===== src/rtl/maze_gen_ctrl.sv =====
// Sequencer for the 16x16 maze carver: start/finish handshake with timeout,
// bitmap snapshot with forced entry/exit cells, and a two-port round-robin cell reader.
module maze_gen_ctrl #(
  parameter int unsigned START_HOLD = 4,
  parameter int unsigned TIMEOUT    = 1048575,
  parameter int unsigned ENTRY_IDX  = 17,
  parameter int unsigned EXIT_IDX   = 238
) (
  input  logic         clk,
  input  logic         rst,
  input  logic         new_maze,
  output logic         carve_start,
  input  logic         carve_finish,
  input  logic [255:0] carve_maze,
  output logic         busy,
  output logic         maze_valid,
  output logic         timeout_err,
  input  logic         rd_req_a,
  input  logic         rd_req_b,
  input  logic [3:0]   rd_x_a,
  input  logic [3:0]   rd_y_a,
  input  logic [3:0]   rd_x_b,
  input  logic [3:0]   rd_y_b,
  output logic         rd_gnt_a,
  output logic         rd_gnt_b,
  output logic         rd_data_a,
  output logic         rd_data_b
);

  typedef enum logic [2:0] {
    S_IDLE, S_START, S_WAIT_ACK, S_WAIT_DONE, S_CAPTURE, S_READY, S_ERROR
  } state_e;

  localparam logic [3:0]  HOLD_LAST = 4'(START_HOLD - 1);
  localparam logic [19:0] TO_LAST   = 20'(TIMEOUT - 1);
  localparam logic [7:0]  ENTRY_BIT = 8'(ENTRY_IDX);
  localparam logic [7:0]  EXIT_BIT  = 8'(EXIT_IDX);

  state_e         state_q, state_d;
  logic [3:0]     hold_q, hold_d;
  logic [19:0]    to_q, to_d;
  logic           err_q, err_d;
  logic [255:0]   snap_q, snap_d;
  logic           prio_b_q, prio_b_d;  // 1: B wins the next contested cycle
  logic           data_a_q, data_a_d;
  logic           data_b_q, data_b_d;
  logic           gnt_a, gnt_b;
  logic [7:0]     idx_a, idx_b;

  assign idx_a = {rd_y_a, rd_x_a};
  assign idx_b = {rd_y_b, rd_x_b};

  // NOTE: sequential state uses non-blocking assignments so every register
  // samples the pre-edge value of every other register.
  always_ff @(posedge clk or posedge rst) begin
    if (rst) begin
      state_q  <= S_IDLE;
      hold_q   <= '0;
      to_q     <= '0;
      err_q    <= 1'b0;
      // NOTE: the snapshot is a plain register bank, so resetting it is cheap
      // and keeps reads after reset deterministic.
      snap_q   <= '0;
      prio_b_q <= 1'b0;
      data_a_q <= 1'b0;
      data_b_q <= 1'b0;
    end else begin
      state_q  <= state_d;
      hold_q   <= hold_d;
      to_q     <= to_d;
      err_q    <= err_d;
      snap_q   <= snap_d;
      prio_b_q <= prio_b_d;
      data_a_q <= data_a_d;
      data_b_q <= data_b_d;
    end
  end

  // NOTE: every comb output gets a default first so no path infers a latch.
  always_comb begin
    state_d = state_q;
    hold_d  = hold_q;
    to_d    = to_q;
    err_d   = err_q;
    unique case (state_q)
      S_IDLE, S_READY, S_ERROR: begin
        if (new_maze) begin
          state_d = S_START;
          err_d   = 1'b0;
        end
      end
      S_START: begin
        to_d = '0;
        if (!carve_finish) begin
          state_d = S_WAIT_ACK;
          hold_d  = '0;
        end
      end
      S_WAIT_ACK: begin
        to_d   = to_q + 20'd1;
        hold_d = carve_finish ? 4'd0 : hold_q + 4'd1;
        if (!carve_finish && hold_q == HOLD_LAST) begin
          state_d = S_WAIT_DONE;
        end else if (to_q == TO_LAST) begin
          state_d = S_ERROR;
          err_d   = 1'b1;
        end
      end
      S_WAIT_DONE: begin
        to_d = to_q + 20'd1;
        if (carve_finish) begin
          state_d = S_CAPTURE;
        end else if (to_q == TO_LAST) begin
          state_d = S_ERROR;
          err_d   = 1'b1;
        end
      end
      S_CAPTURE: state_d = S_READY;
      default:   state_d = S_IDLE;
    endcase
  end

  always_comb begin
    carve_start = (state_q == S_START) || (state_q == S_WAIT_ACK);
    busy        = (state_q == S_START) || (state_q == S_WAIT_ACK) ||
                  (state_q == S_WAIT_DONE) || (state_q == S_CAPTURE);
    maze_valid  = (state_q == S_READY);
    gnt_a       = 1'b0;
    gnt_b       = 1'b0;
    // A restart request pre-empts any read in the same cycle.
    if (state_q == S_READY && !new_maze) begin
      if (rd_req_a && (!rd_req_b || !prio_b_q)) gnt_a = 1'b1;
      else if (rd_req_b)                         gnt_b = 1'b1;
    end
  end

  always_comb begin
    snap_d   = snap_q;
    prio_b_d = prio_b_q;
    data_a_d = data_a_q;
    data_b_d = data_b_q;
    if (state_q == S_CAPTURE) begin
      snap_d            = carve_maze;
      snap_d[ENTRY_BIT] = 1'b1;
      snap_d[EXIT_BIT]  = 1'b1;
    end
    if (gnt_a) begin
      data_a_d = snap_q[idx_a];
      prio_b_d = 1'b1;
    end
    if (gnt_b) begin
      data_b_d = snap_q[idx_b];
      prio_b_d = 1'b0;
    end
  end

  assign timeout_err = err_q;
  assign rd_gnt_a    = gnt_a;
  assign rd_gnt_b    = gnt_b;
  assign rd_data_a   = data_a_q;
  assign rd_data_b   = data_b_q;

endmodule

===== config.mk =====
export PLATFORM = sky130hd
export DESIGN_NAME = maze_gen_ctrl
export DESIGN_NICKNAME = d
export VERILOG_FILES = /design/src/rtl/maze_gen_ctrl.sv
export SDC_FILE = /design/constraint.sdc
export NUM_CORES = 1
export LEC_CHECK = 0
export CORE_UTILIZATION = 58
export CTS_CLUSTER_SIZE = 28
export DETAILED_ROUTE_END_ITERATION = 8
export HOLD_SLACK_MARGIN = 0.08
export PLACE_DENSITY = 0.87
export SYNTH_ARGS = -nofsm -noshare
export SYNTH_HDL_FRONTEND = slang
export SYNTH_SLANG_ARGS = --single-unit

===== constraint.sdc =====
create_clock -name clk -period 34.2 [get_ports clk]
set_clock_uncertainty 0.05 [all_clocks]
set_input_delay 10.26 -clock clk [delete_from_list [all_inputs] [get_ports clk]]
set_output_delay 10.26 -clock clk [all_outputs]
set_load 0.02 [all_outputs]

# After elaboration in Yosys (flattened, before gate mapping)
# Index checks and enable logic that the tools add are counted.
[op_classes]
addsub = 2
n_mul = 0
div_mod_pow = 0
n_lt_le_gt_ge = 2
eq_ne = 12
n_shift = 0
muxes = 26
bitwise = 0
n_reduce_logical = 21
[op_table]
columns = ["operator", "n"]
rows = [
  ["20-bit one-hot mux with 2 select lines", 1],
  ["20-bit by 1-bit adder with 20-bit output, second input constant", 1],
  ["20-bit equality test, second input constant", 1],
  ["8-bit by 9-bit less-than comparator with 1-bit output, second input constant", 2],
  ["1-bit binary-select mux with 8-bit select", 2],
  ["3-bit 2-to-1 mux", 5],
  ["3-bit one-hot mux with 5 select lines", 1],
  ["1-bit 2-to-1 mux", 13],
  ["3-bit equality test, second input constant", 3],
  ["4-bit 2-to-1 mux", 2],
  ["2-bit inequality test, second input constant", 4],
  ["4-bit one-hot mux with 2 select lines", 1],
  ["3-bit by 2-bit equality test with 1-bit output, second input constant", 2],
  ["2-bit nonzero test", 3],
  ["4-bit by 1-bit adder with 4-bit output, second input constant", 1],
  ["4-bit by 2-bit equality test with 1-bit output, second input constant", 1],
  ["1-bit zero test", 4],
  ["1-bit logical OR", 4],
  ["2-bit AND reduction", 2],
  ["4-bit AND reduction", 1],
  ["3-bit by 1-bit equality test with 1-bit output, second input constant", 1],
  ["1-bit logical AND", 3],
  ["3-bit zero test", 1],
  ["1-bit one-hot mux with 3 select lines", 1],
  ["other kinds (3)", 3],
]
[totals]
register_bits = 287
latchBits = 0
ramBits = 0
romBits = 0
in_bits = 278
out_inout_bits = 8
wordCells = 71
memories = 0

# Logic depth before layout (Yosys ltp)
# Gate-level depths: netlist (run 1).
[logic_depth]
depth_word = 7
mapped_depth = 9

# Least setup slack after synthesis (run 1)
# Ideal clock, no wire load.
[synth_path]
path_type = "input-to-output"
from = "in new_maze"
to = "out rd_gnt_b"
arrival_ns = 11.126
setup_slack_ns = 12.764
cell_stages = 3
cell_sequence = "nor4bb_1 > nand2_1 > a21oi_1"
[synth_via]
elab_chain_cells = 3
[synth_lines]
columns = ["item", "line", "rtl"]
rows = [
  ["from (decl)", "11", "input logic new_maze,"],
  ["1-bit zero test", "131", "if (state_q == S_READY && !new_maze) begin"],
  ["1-bit logical AND", "131", ""],
  ["1-bit 2-to-1 mux", "131", ""],
  ["to (decl)", "25", "output logic rd_gnt_b,"],
]
# Every way passes these cells.

# Final worst setup path (run 1)
# Same ends and word-level chain as after synthesis.

==> impl_results.md, run 1 <==
- Crit-path cells: clkdlybuf4s50_1 -> nor4bb_1 -> nand2_1 -> a21oi_1 -> clkdlybuf4s50_1
- Initial drt markers: 1039
- Post-CTS Resized: 0
- Tot GR Track Use: 32.7%
- Largest net degree at the start of global routing: roughly 140
- Max rail drop VDD: 0.0000518 V
- Mean routed wirelength per cell: ~25 µm
- Main flop type after synthesis: dfrtp_1
- Dpl hpwl: 30.6 mm
- Minimum clock period: 23.02 ns
- Clk pin slew, worst setup/hold paths: 0.07 ns
- Nets: 1699
- Via count: 11700
- Initial Util: between 50% and 60%
- Row count: 60
- Logic pwr share: 36.6%
- DRC viols: 0
- Int Pwr: 1070 µW
- Power share of the sequential group: 40.8%
- CTS tree: built
- Relative slew slack: a little over a quarter
- I/O Buffers: between 200 and 300
- Max Fanout on Critical Path: 5
- Hold crit path type: register to register
- Gpl congestion: 0.857
- CTS Buffer Depth: 3
- Final ANT Viol Nets: 0
- Drt first pass iters: 5
- Fin util: 73.5%
- Fin. Hold Viols: 0
- Worst hold path depth: 1
- Crit Path Class: input port to primary output
- Setup tns final: 0 ns
- Post-Syn Area: 0.0159 mm²
- DRT Wirelength: 45.2 mm
- Switch Pwr: 488 µW
- Placed insts: 1726
- Worst reg-to-reg path cell count: 5
- Slew @ Worst Pin: 1.09 ns
- Worst Path Required: 23.89 ns
- Avg Inst Size Synth: 13.5 µm²
- Status: completed
- Leakage: 0.00781 µW
- Slowest stage delay, CP: approximately 0.8 ns
- Crit end category: primary output
- RSZ-0062 raised after global routing: no
- Pwr/cell area: 78.4 mW/mm²
- Total CTS buffers: 31
- Period utilization: about two thirds
- H-tree levels: 1
- Share of layout cells above drive strength 1: about a third
- Top Ports: ~290
- Register area share after synthesis: 45.0%
- Max Cap Viol: 0
- Syn Nets: 1461
- Switching portion of total power: 31.4%
- Initial antenna violation count: 8
- Vias in the first global route: 12300
- Post-synth EDFFs: 0
- Grt ovf: 0
- Chip Height: between 150 and 200 µm
- Core Box Area: approximately 0.027 mm²
- Setup bufs post-CTS: 0
- Final setup fails: 0
- Final Max Tran Viols: 0
- Crit path launch type: input port
- Arr. time, crit path: 12.71 ns
- Synth cell types: 62
- CTS Sinks: 286
- Yosys warning count: 0
- Post-CTS Hold Buffers: 0
- Ys async rst share: 100%
- Avg Vias per Cell: 6.54
- Die width: 168 µm
- Yosys reg bits: 286
- FMAX: between 40 and 50 MHz
- Clock Power Share: 22.5%
- Crit-path leading delay family: buffers and inverters
- Most used cell, CP: clkdlybuf4s50_1
- CP max-delay cell: clkdlybuf4s50_1
- Area growth syn-to-layout: 24.5%
- Synthesized instance count: 1180
- Layout Cells excl Fill: between 1500 and 2000
- Clock Latency Late Sink: 0.56 ns
- CP bufs+invs: 2
- Die area: about 0.028 mm²
- Fillers: around 1700
- Root Driver: clkbuf_16
- First-pass GRT wire length: 69.9 mm
- WP depth: 5
[stage by stage]
step           hold slack (ns)  setup WS [ns]  total power [µW]  cell area, µm²
3_3_place_gp             0.416          11.27              1160           18700
4_1_cts                  0.447          11.22              1550           19800
2_1_floorplan            0.392          12.76              1030           15900
6_report                 0.444          11.18              1550           19800
3_5_place_dp             0.418          11.25              1190           18700
5_1_grt                  0.477          11.12              1630           19800
[sequential cells by signal, indices dropped and copies added (netlist names)]
register     flops
state_q          3
to_q            20
timeout_err      1
prio_b_q         1
snap_q         255
rd_data_b        1
hold_q           4
rd_data_a        1
[routing by layer]
metal  track usage (%)  part of all wire, %  vias up
met5                 0                    0        -
met4              15.2                  4.1        0
met3              7.71                  7.8      111
met2              51.5                   48      555
met1              43.3                   40     5990
li1                  -                    -     5061
[worst register-to-register path, delay by kind of cell, from the launching register on]
family | cells | cell delay, ns
buffers and inverters | 3 | 1.79
DFF | 1 | 0.63
muxes | 1 | 0.51
and+or+nand+nor | 1 | 0.26
[final timing paths]
path | to | slack (ns) | startpoint
min in group asynchronous | snap_q[149] | 10.26 | rst
setup / recovery | rd_gnt_b | 11.18 | new_maze
hold reg to reg | to_q[14] | 0.44 | to_q[14]
setup reg to reg | snap_q[130] | 30.84 | state_q[2]
max in group asynchronous | snap_q[235] | 22.28 | rst
hold / removal | to_q[14] | 0.44 | to_q[14]
[synth_stat cells (all sizes together) (4+ instances only)]
library cell,number,area share [%]
o221ai,6,0.33
a31oi,7,0.28
nor4,6,0.28
and2,7,0.28
nand2,44,1.0
nor2b,22,0.86
mux4,108,16
nor2,31,0.73
nand4,14,0.55
a22o,7,0.39
a211oi,10,0.47
a22oi,26,1.2
buf,54,2.4
a21oi,21,0.66
and3,6,0.24
nand3b,4,0.19
o311ai,4,0.22
nor3,18,0.57
dfrtp,286,45
mux2i,29,1.8
a2111oi,8,0.52
nand3,27,0.85
clkbuf,38,1.1
o21ai,47,1.5
inv,13,0.31
o31ai,4,0.19
nand2b,9,0.35
mux2,281,20
o211ai,4,0.19
[power by group through the flow]
| stage | combinational (µW) | clock, µW | sequential, µW |
|---|---|---|---|
| floorplan | 451 | 0 | 582 |
| global placement | 542 | 0 | 613 |
| detailed placement | 561 | 0 | 633 |
| CTS | 568 | 353 | 629 |
| global route | 608 | 367 | 654 |
| finish | 569 | 350 | 634 |
[kinds of logic after synthesis]
| kind of cell | after synthesis | share of synthesized area [%] |
|---|---|---|
| AO/OA/AOI/OAI | 164 | 6.99 |
| multiplexers | 418 | 37.3 |
| buffers and inverters | 107 | 3.85 |
| AND/OR/NAND/NOR | 200 | 6.53 |
| adder cells (fa/ha/maj) | 3 | 0.236 |
| flip-flops | 286 | 45.0 |
| XOR/XNOR | 2 | 0.110 |
[cell type report]
class	count	area [µm²]	area share (%)
Inverter	15	63.8	0.322
Sequential cell	286	7160	36.1
Clock buffer	46	932	4.71
Tap cell	341	427	2.15
Clock inverter	11	140	0.707
Timing Repair Buffer	297	2920	14.7
Antenna cell	8	20.0	0.101
Multi-Input combinational cell	787	8150	41.1
[layout by cell type, fill, tap and decap left out, drive strengths merged, types with 26 or more instances in the layout]
| cell type | synthesis | layout |
|---|---|---|
| mux2 | 281 | 281 |
| mux4 | 108 | 108 |
| clkbuf | 38 | 46 |
| nor2 | 31 | 31 |
| nand3 | 27 | 27 |
| dfrtp | 286 | 286 |
| o21ai | 47 | 47 |
| clkdlybuf4s50 | 0 | 277 |
| a22oi | 26 | 26 |
| nand2 | 44 | 44 |
| mux2i | 29 | 29 |
Note: power is estimated with default switching activity, not from simulation.
==> run 2, diff against run 1 <==
- CORE_UTILIZATION: 58 -> 48
- PLACE_DENSITY: 0.87 -> 0.77
- clock period: 34.2 -> 21 ns (I/O delays scaled with it)
==> impl_results.md, run 2 (same netlist as run 1, synthesis figures left out) <==
- Die area: 0.0339 mm² (was 0.0281 mm²)
- First-pass GRT wire length: 69.2 mm (was 69.9 mm)
- Arr. time, crit path: 8.85 ns (was 12.71 ns)
- Logic pwr share: 37.0% (was 36.6%)
- Final Max Tran Viols: 0 (unchanged)
- Tot GR Track Use: 27.0% (was 32.7%)
- Max rail drop VDD: 0.0000850 V (was 0.0000518 V)
- Avg Vias per Cell: 6.15 (was 6.54)
- I/O Buffers: 283 (unchanged)
- Initial antenna violation count: 2 (was 8)
- FMAX: 65.8 MHz
- Grt ovf: 0 (unchanged)
- Post-CTS Hold Buffers: 0 (unchanged)
- Top Ports: 286 (unchanged)
- Clk pin slew, worst setup/hold paths: 0.06 ns (was 0.07 ns)
- CTS Sinks: 286 (unchanged)
- Via count: 11600 (was 11700)
- Top flop regs: snap_q: 255 flops, to_q: 20 flops, hold_q: 4 flops (unchanged)
- Register area: 0.00716 mm² (unchanged)
- Nets: 1697 (was 1699)
- Dpl hpwl: 31.0 mm (was 30.6 mm)
- Total CTS buffers: 31 (unchanged)
- Share of layout cells above drive strength 1: 30.8% (was 31.3%)
- Post-CTS Resized: 0 (unchanged)
- Gpl congestion: 0.856 (was 0.857)
- Status: completed (unchanged)
- Minimum clock period: 15.20 ns
- Largest net degree at the start of global routing: 172 (was 137)
- Crit end category: primary output (unchanged)
- Crit. Startpoint: new_maze (unchanged)
- Clock Latency Late Sink: 0.57 ns (was 0.56 ns)
- Final ANT Viol Nets: 0 (unchanged)
- Vias in the first global route: 11900 (was 12300)
- Root Driver: clkbuf_16 (unchanged)
- Switching portion of total power: 31.2% (was 31.4%)
- RSZ-0062 raised after global routing: no (unchanged)
- Pwr/cell area: 126 mW/mm² (was 78.4 mW/mm²)
- Fillers: 2507 (was 1740)
- Commonest non-fill, non-tap cell in the layout: dfrtp_1 (unchanged)
- Most frequent cells in the layout: dfrtp_1 (286), mux2_2 (280), clkdlybuf4s50_1 (277) (unchanged)
- Hold crit path type: register to register (unchanged)
- Final hold slack: 0.437 ns (was 0.444 ns)
- Max Cap Viol: 0 (unchanged)
- Placed insts: 1825 (was 1726)
- CTS tree: built (unchanged)
- Int Pwr: 1720 µW (was 1070 µW)
- DRT Wirelength: 45.0 mm (was 45.2 mm)
- Final setup fails: 0 (unchanged)
- Max Fanout on Critical Path: 5 (unchanged)
- Power share of the sequential group: 41.2% (was 40.8%)
- DRC viols: 0 (unchanged)
- Period utilization: 72.4%
- CTS Buffer Depth: 3 (unchanged)
- Setup bufs post-CTS: 0 (unchanged)
- Row count: 66 (was 60)
- Multi-input gate area: 0.00815 mm² (unchanged)
- Crit path launch type: input port (unchanged)
- Relative slew slack: 24.7% (was 27.3%)
- Mean routed wirelength per cell: 23.9 µm (was 25.3 µm)
- H-tree levels: 1 (unchanged)
- Initial Util: 48.8% (was 59.1%)
- Switch Pwr: 780 µW (was 488 µW)
- Drt first pass iters: 5 (unchanged)
- Slew @ Worst Pin: 1.13 ns (was 1.09 ns)
- Die width: 184 µm (was 168 µm)
- Crit Path Class: input port to primary output (unchanged)
- Area growth syn-to-layout: 24.8% (was 24.5%)
- Fin util: 60.9% (was 73.5%)
- Initial drt markers: 865 (was 1039)
- Core Box Area: 0.0326 mm² (was 0.0270 mm²)
- Biggest register: snap_q (unchanged)
- Hold Crit Start: to_q[14] (unchanged)
- Layout Cells excl Fill: 1884 (was 1791)
- Setup tns final: 0 ns (unchanged)
- Fin. Hold Viols: 0 (unchanged)
- Total Power: 2500 µW (was 1550 µW)
- Max FFs per register: 255 (unchanged)
- Clock Power Share: 21.8% (was 22.5%)
- Chip Height: 184 µm (was 168 µm)
- Leakage: 0.00777 µW (was 0.00781 µW)
- Worst Path Required: 14.65 ns (was 23.89 ns)
- RR Startpoint: state_q[2] (unchanged)
run 2: cell count changes in the layout (fill, tap and decap cells not counted), moves of 2 or more:
| cell | delta |
|---|---|
| clkinv_2 | -3 |
| clkbuf_1 | +7 |
| buf_4 | -4 |
| diode_2 | -6 |
| buf_12 | +2 |
| clkbuf_8 | -3 |
run 2: worst paths after layout:
check	cells after the start	endpoint	slack [ns]
setup / recovery	5	rd_gnt_b	5.80
min in group asynchronous	2	snap_q[95]	6.24
hold reg to reg	1	to_q[14]	0.44
max in group asynchronous	3	snap_q[188]	13.26
hold / removal	1	to_q[14]	0.44
setup reg to reg	4	snap_q[64]	17.94
run 2: power groups by stage:
stage          logic [µW]  clock network [µW]  registers (µW)
6_report              924                 543            1030
5_1_grt               987                 574            1070
4_1_cts               924                 552            1020
3_5_place_dp          918                   0            1030
3_3_place_gp          894                   0            1000
2_1_floorplan         734                   0             948
run 2: final cells by class:
type | count | share of cell area (%)
clock buffers | 50 | 4.62
flip-flops and latches | 286 | 36.0
inverters | 15 | 0.321
clock inverters | 7 | 0.472
repair buffers | 295 | 14.7
diodes | 2 | 0.0252
well taps | 442 | 2.78
multi-input cells | 787 | 41.0
run 2: critical path, stage by stage:
cell and delay (ns):
clkdlybuf4s50_1 0.48, nor4bb_1 0.53, nand2_1 0.14, a21oi_1 0.62, clkdlybuf4s50_1 0.77
run 2: through the flow:
step	setup WS (ns)	area (µm²)
6_report	5.80	19900
3_5_place_dp	5.86	18900
4_1_cts	5.80	19900
2_1_floorplan	6.76	15900
3_3_place_gp	5.88	18900
5_1_grt	5.76	19900
run 2: per-layer routing:
metal	track usage, %	wire length (µm)
met1	37.6	18900
met2	42.3	20800
met3	4.31	3200
met4	11.4	2090
met5	0	0
==> run 3, diff against run 2 <==
- clock period: 21 -> 12.7 ns (I/O delays scaled with it)
==> impl_results.md, run 3 (same netlist as run 1, synthesis figures left out) <==
- Status: completed (unchanged)
- Relative slew slack: 27.8% (was 24.7%)
- Vias in the first global route: 11900 (about the same)
- DRT Wirelength: 44.7 mm (was 45.0 mm)
- Avg Vias per Cell: 6.09 (was 6.15)
- Slowest stage delay, CP: 0.77 ns (about the same)
- Fin. Hold Viols: 0 (unchanged)
- Arr. time, crit path: 6.31 ns (was 8.85 ns)
- Max rail drop VDD: 0.000146 V (was 0.0000850 V)
- First-pass GRT wire length: 68.2 mm (was 69.2 mm)
- Core Box Area: 0.0326 mm² (unchanged)
- I/O Buffers: 283 (unchanged)
- Top flop regs: snap_q: 255 flops, to_q: 20 flops, hold_q: 4 flops (unchanged)
- Initial drt markers: 933 (was 865)
- Most frequent cells in the layout: dfrtp_1 (286), mux2_2 (280), clkdlybuf4s50_1 (277) (unchanged)
- Clock Latency Late Sink: 0.51 ns (was 0.57 ns)
- Crit path launch type: input port (unchanged)
- Die width: 184 µm (unchanged)
- CTS tree: built (unchanged)
- Final setup fails: 0 (unchanged)
- Dpl hpwl: 30.7 mm (was 31.0 mm)
- Period utilization: around four fifths
- Minimum clock period: 10.17 ns
- Largest net degree at the start of global routing: 169 (was 172)
- Grt ovf: 0 (unchanged)
- CP max-delay cell: clkdlybuf4s50_1 (unchanged)
- Chip Height: 184 µm (unchanged)
- Share of layout cells above drive strength 1: 31.2% (was 30.8%)
- Gpl congestion: 0.853 (was 0.856)
- Via count: 11500 (was 11600)
- Dpl ws: 2.55 ns (was 5.86 ns)
- Worst Path Required: 8.84 ns (was 14.65 ns)
- Crit-path leading delay family: buffers and inverters (unchanged)
- Final hold slack: 0.429 ns (was 0.437 ns)
- CTS Sinks: 286 (unchanged)
- Crit end category: primary output (unchanged)
- Row count: 66 (unchanged)
- Setup tns final: 0 ns (unchanged)
- Nets: 1700 (was 1697)
- Final Max Tran Viols: 0 (unchanged)
- CTS Buffer Depth: 3 (unchanged)
- Clk pin slew, worst setup/hold paths: 0.06 ns (about the same)
- Leakage: 0.00785 µW (was 0.00777 µW)
- Most used cell, CP: clkdlybuf4s50_1 (unchanged)
- GR peak layer: met2 (unchanged)
- Final ANT Viol Nets: 0 (unchanged)
- Biggest register: snap_q (unchanged)
- Worst Slack Setup Final: 2.53 ns (was 5.80 ns)
- Commonest non-fill, non-tap cell in the layout: dfrtp_1 (unchanged)
- H-tree levels: 2 (was 1)
- Initial antenna violation count: 5 (was 2)
- Crit Path Class: input port to primary output (unchanged)
- CP bufs+invs: 2 (unchanged)
- Met1 Use GR: 37.0% (was 37.6%)
- RSZ-0062 raised after global routing: no (unchanged)
- FMAX: 98.3 MHz
- Mean routed wirelength per cell: 23.7 µm (was 23.9 µm)
- Hold crit path type: register to register (unchanged)
- Total CTS buffers: 34 (was 31)
- Area growth syn-to-layout: 25.9% (was 24.8%)
- Max FFs per register: 255 (unchanged)
- Crit-path cells: clkdlybuf4s50_1 -> nor4bb_1 -> nand2_1 -> a21oi_1 -> clkdlybuf4s50_1 (unchanged)
- Max Fanout on Critical Path: 5 (unchanged)
- Post-CTS Resized: 0 (unchanged)
- Root Driver: clkbuf_16 (unchanged)
- Initial Util: 48.8% (unchanged)
- Max Cap Viol: 0 (unchanged)
- Setup bufs post-CTS: 0 (unchanged)
- Drt first pass iters: 5 (unchanged)
- Tot GR Track Use: 26.9% (was 27.0%)
- Top Ports: 286 (unchanged)
- Post-CTS Hold Buffers: 0 (unchanged)
- Pwr/cell area: 212 mW/mm² (was 126 mW/mm²)
- Reg2reg setup slack: 9.75 ns (was 17.94 ns)
- Total Power: 4240 µW (was 2500 µW)
- Met3 Usage GRT: 3.93% (was 4.31%)
- Grt met2 use: 42.5% (was 42.3%)
- Die area: 0.0339 mm² (unchanged)
- DRC viols: 0 (unchanged)
- Slew @ Worst Pin: 1.08 ns (was 1.13 ns)
==> run 3: cell count changes in the layout (fill, tap and decap cells not counted), sizes merged <==
cell	delta
inv	-1
diode	+3
clkbuf	-1
clkinv	+4
bufinv	+2
==> run 3: report_power, final <==
group | switching [µW] | leakage, µW | internal [µW] | total (µW)
clock network | 389 | 0.000569 | 631 | 1020
logic | 571 | 0.00384 | 955 | 1530
registers | 344 | 0.00344 | 1350 | 1700
==> run 3: path summary, 6_finish.rpt <==
| path | from | to | cells after the start |
|---|---|---|---|
| max reg2reg | state_q[2] | snap_q[48] | 4 |
| max | new_maze | rd_gnt_b | 5 |
| min | to_q[12] | to_q[12] | 1 |
| max in group asynchronous | rst | snap_q[188] | 3 |
| min in group asynchronous | rst | snap_q[95] | 2 |
| min reg2reg | to_q[12] | to_q[12] | 1 |
==> run 3: layout make-up <==
| type | count | area [µm²] |
|---|---|---|
| fillers | 2522 | 12600 |
| multi-input cells | 787 | 8150 |
| inverters | 15 | 63.8 |
| clock inverters | 12 | 169 |
| diodes | 5 | 12.5 |
| flip-flops and latches | 286 | 7160 |
| well taps | 442 | 553 |
| clock buffers | 49 | 1000 |
| repair buffers | 295 | 2930 |
==> run 3: per-stage QoR <==
| step | util (%) | cells | area, µm² |
|---|---|---|---|
| 5_1_grt | 61.4 | 1891 | 20000 |
| 2_1_floorplan | - | 1180 | 15900 |
| 3_5_place_dp | 57.8 | 1825 | 18900 |
| 4_1_cts | 61.4 | 1886 | 20000 |
| 3_3_place_gp | 57.8 | 1825 | 18900 |
| 6_report | 61.4 | 1891 | 20000 |
==> run 3: routing by layer <==
layer / vias up / share of wire, %
met3: 102 / 6.2
met5: - / 0
li1: 5053 / -
met4: 0 / 3.9
met2: 459 / 48
met1: 5909 / 42
==> run 3: worst register-to-register path: cells and delay by family (launching register included) <==
family | cells | cell delay [ns]
buffers and inverters | 2 | 1.11
flip-flops | 1 | 0.62
multiplexers | 1 | 0.54
AND/OR/NAND/NOR | 1 | 0.52
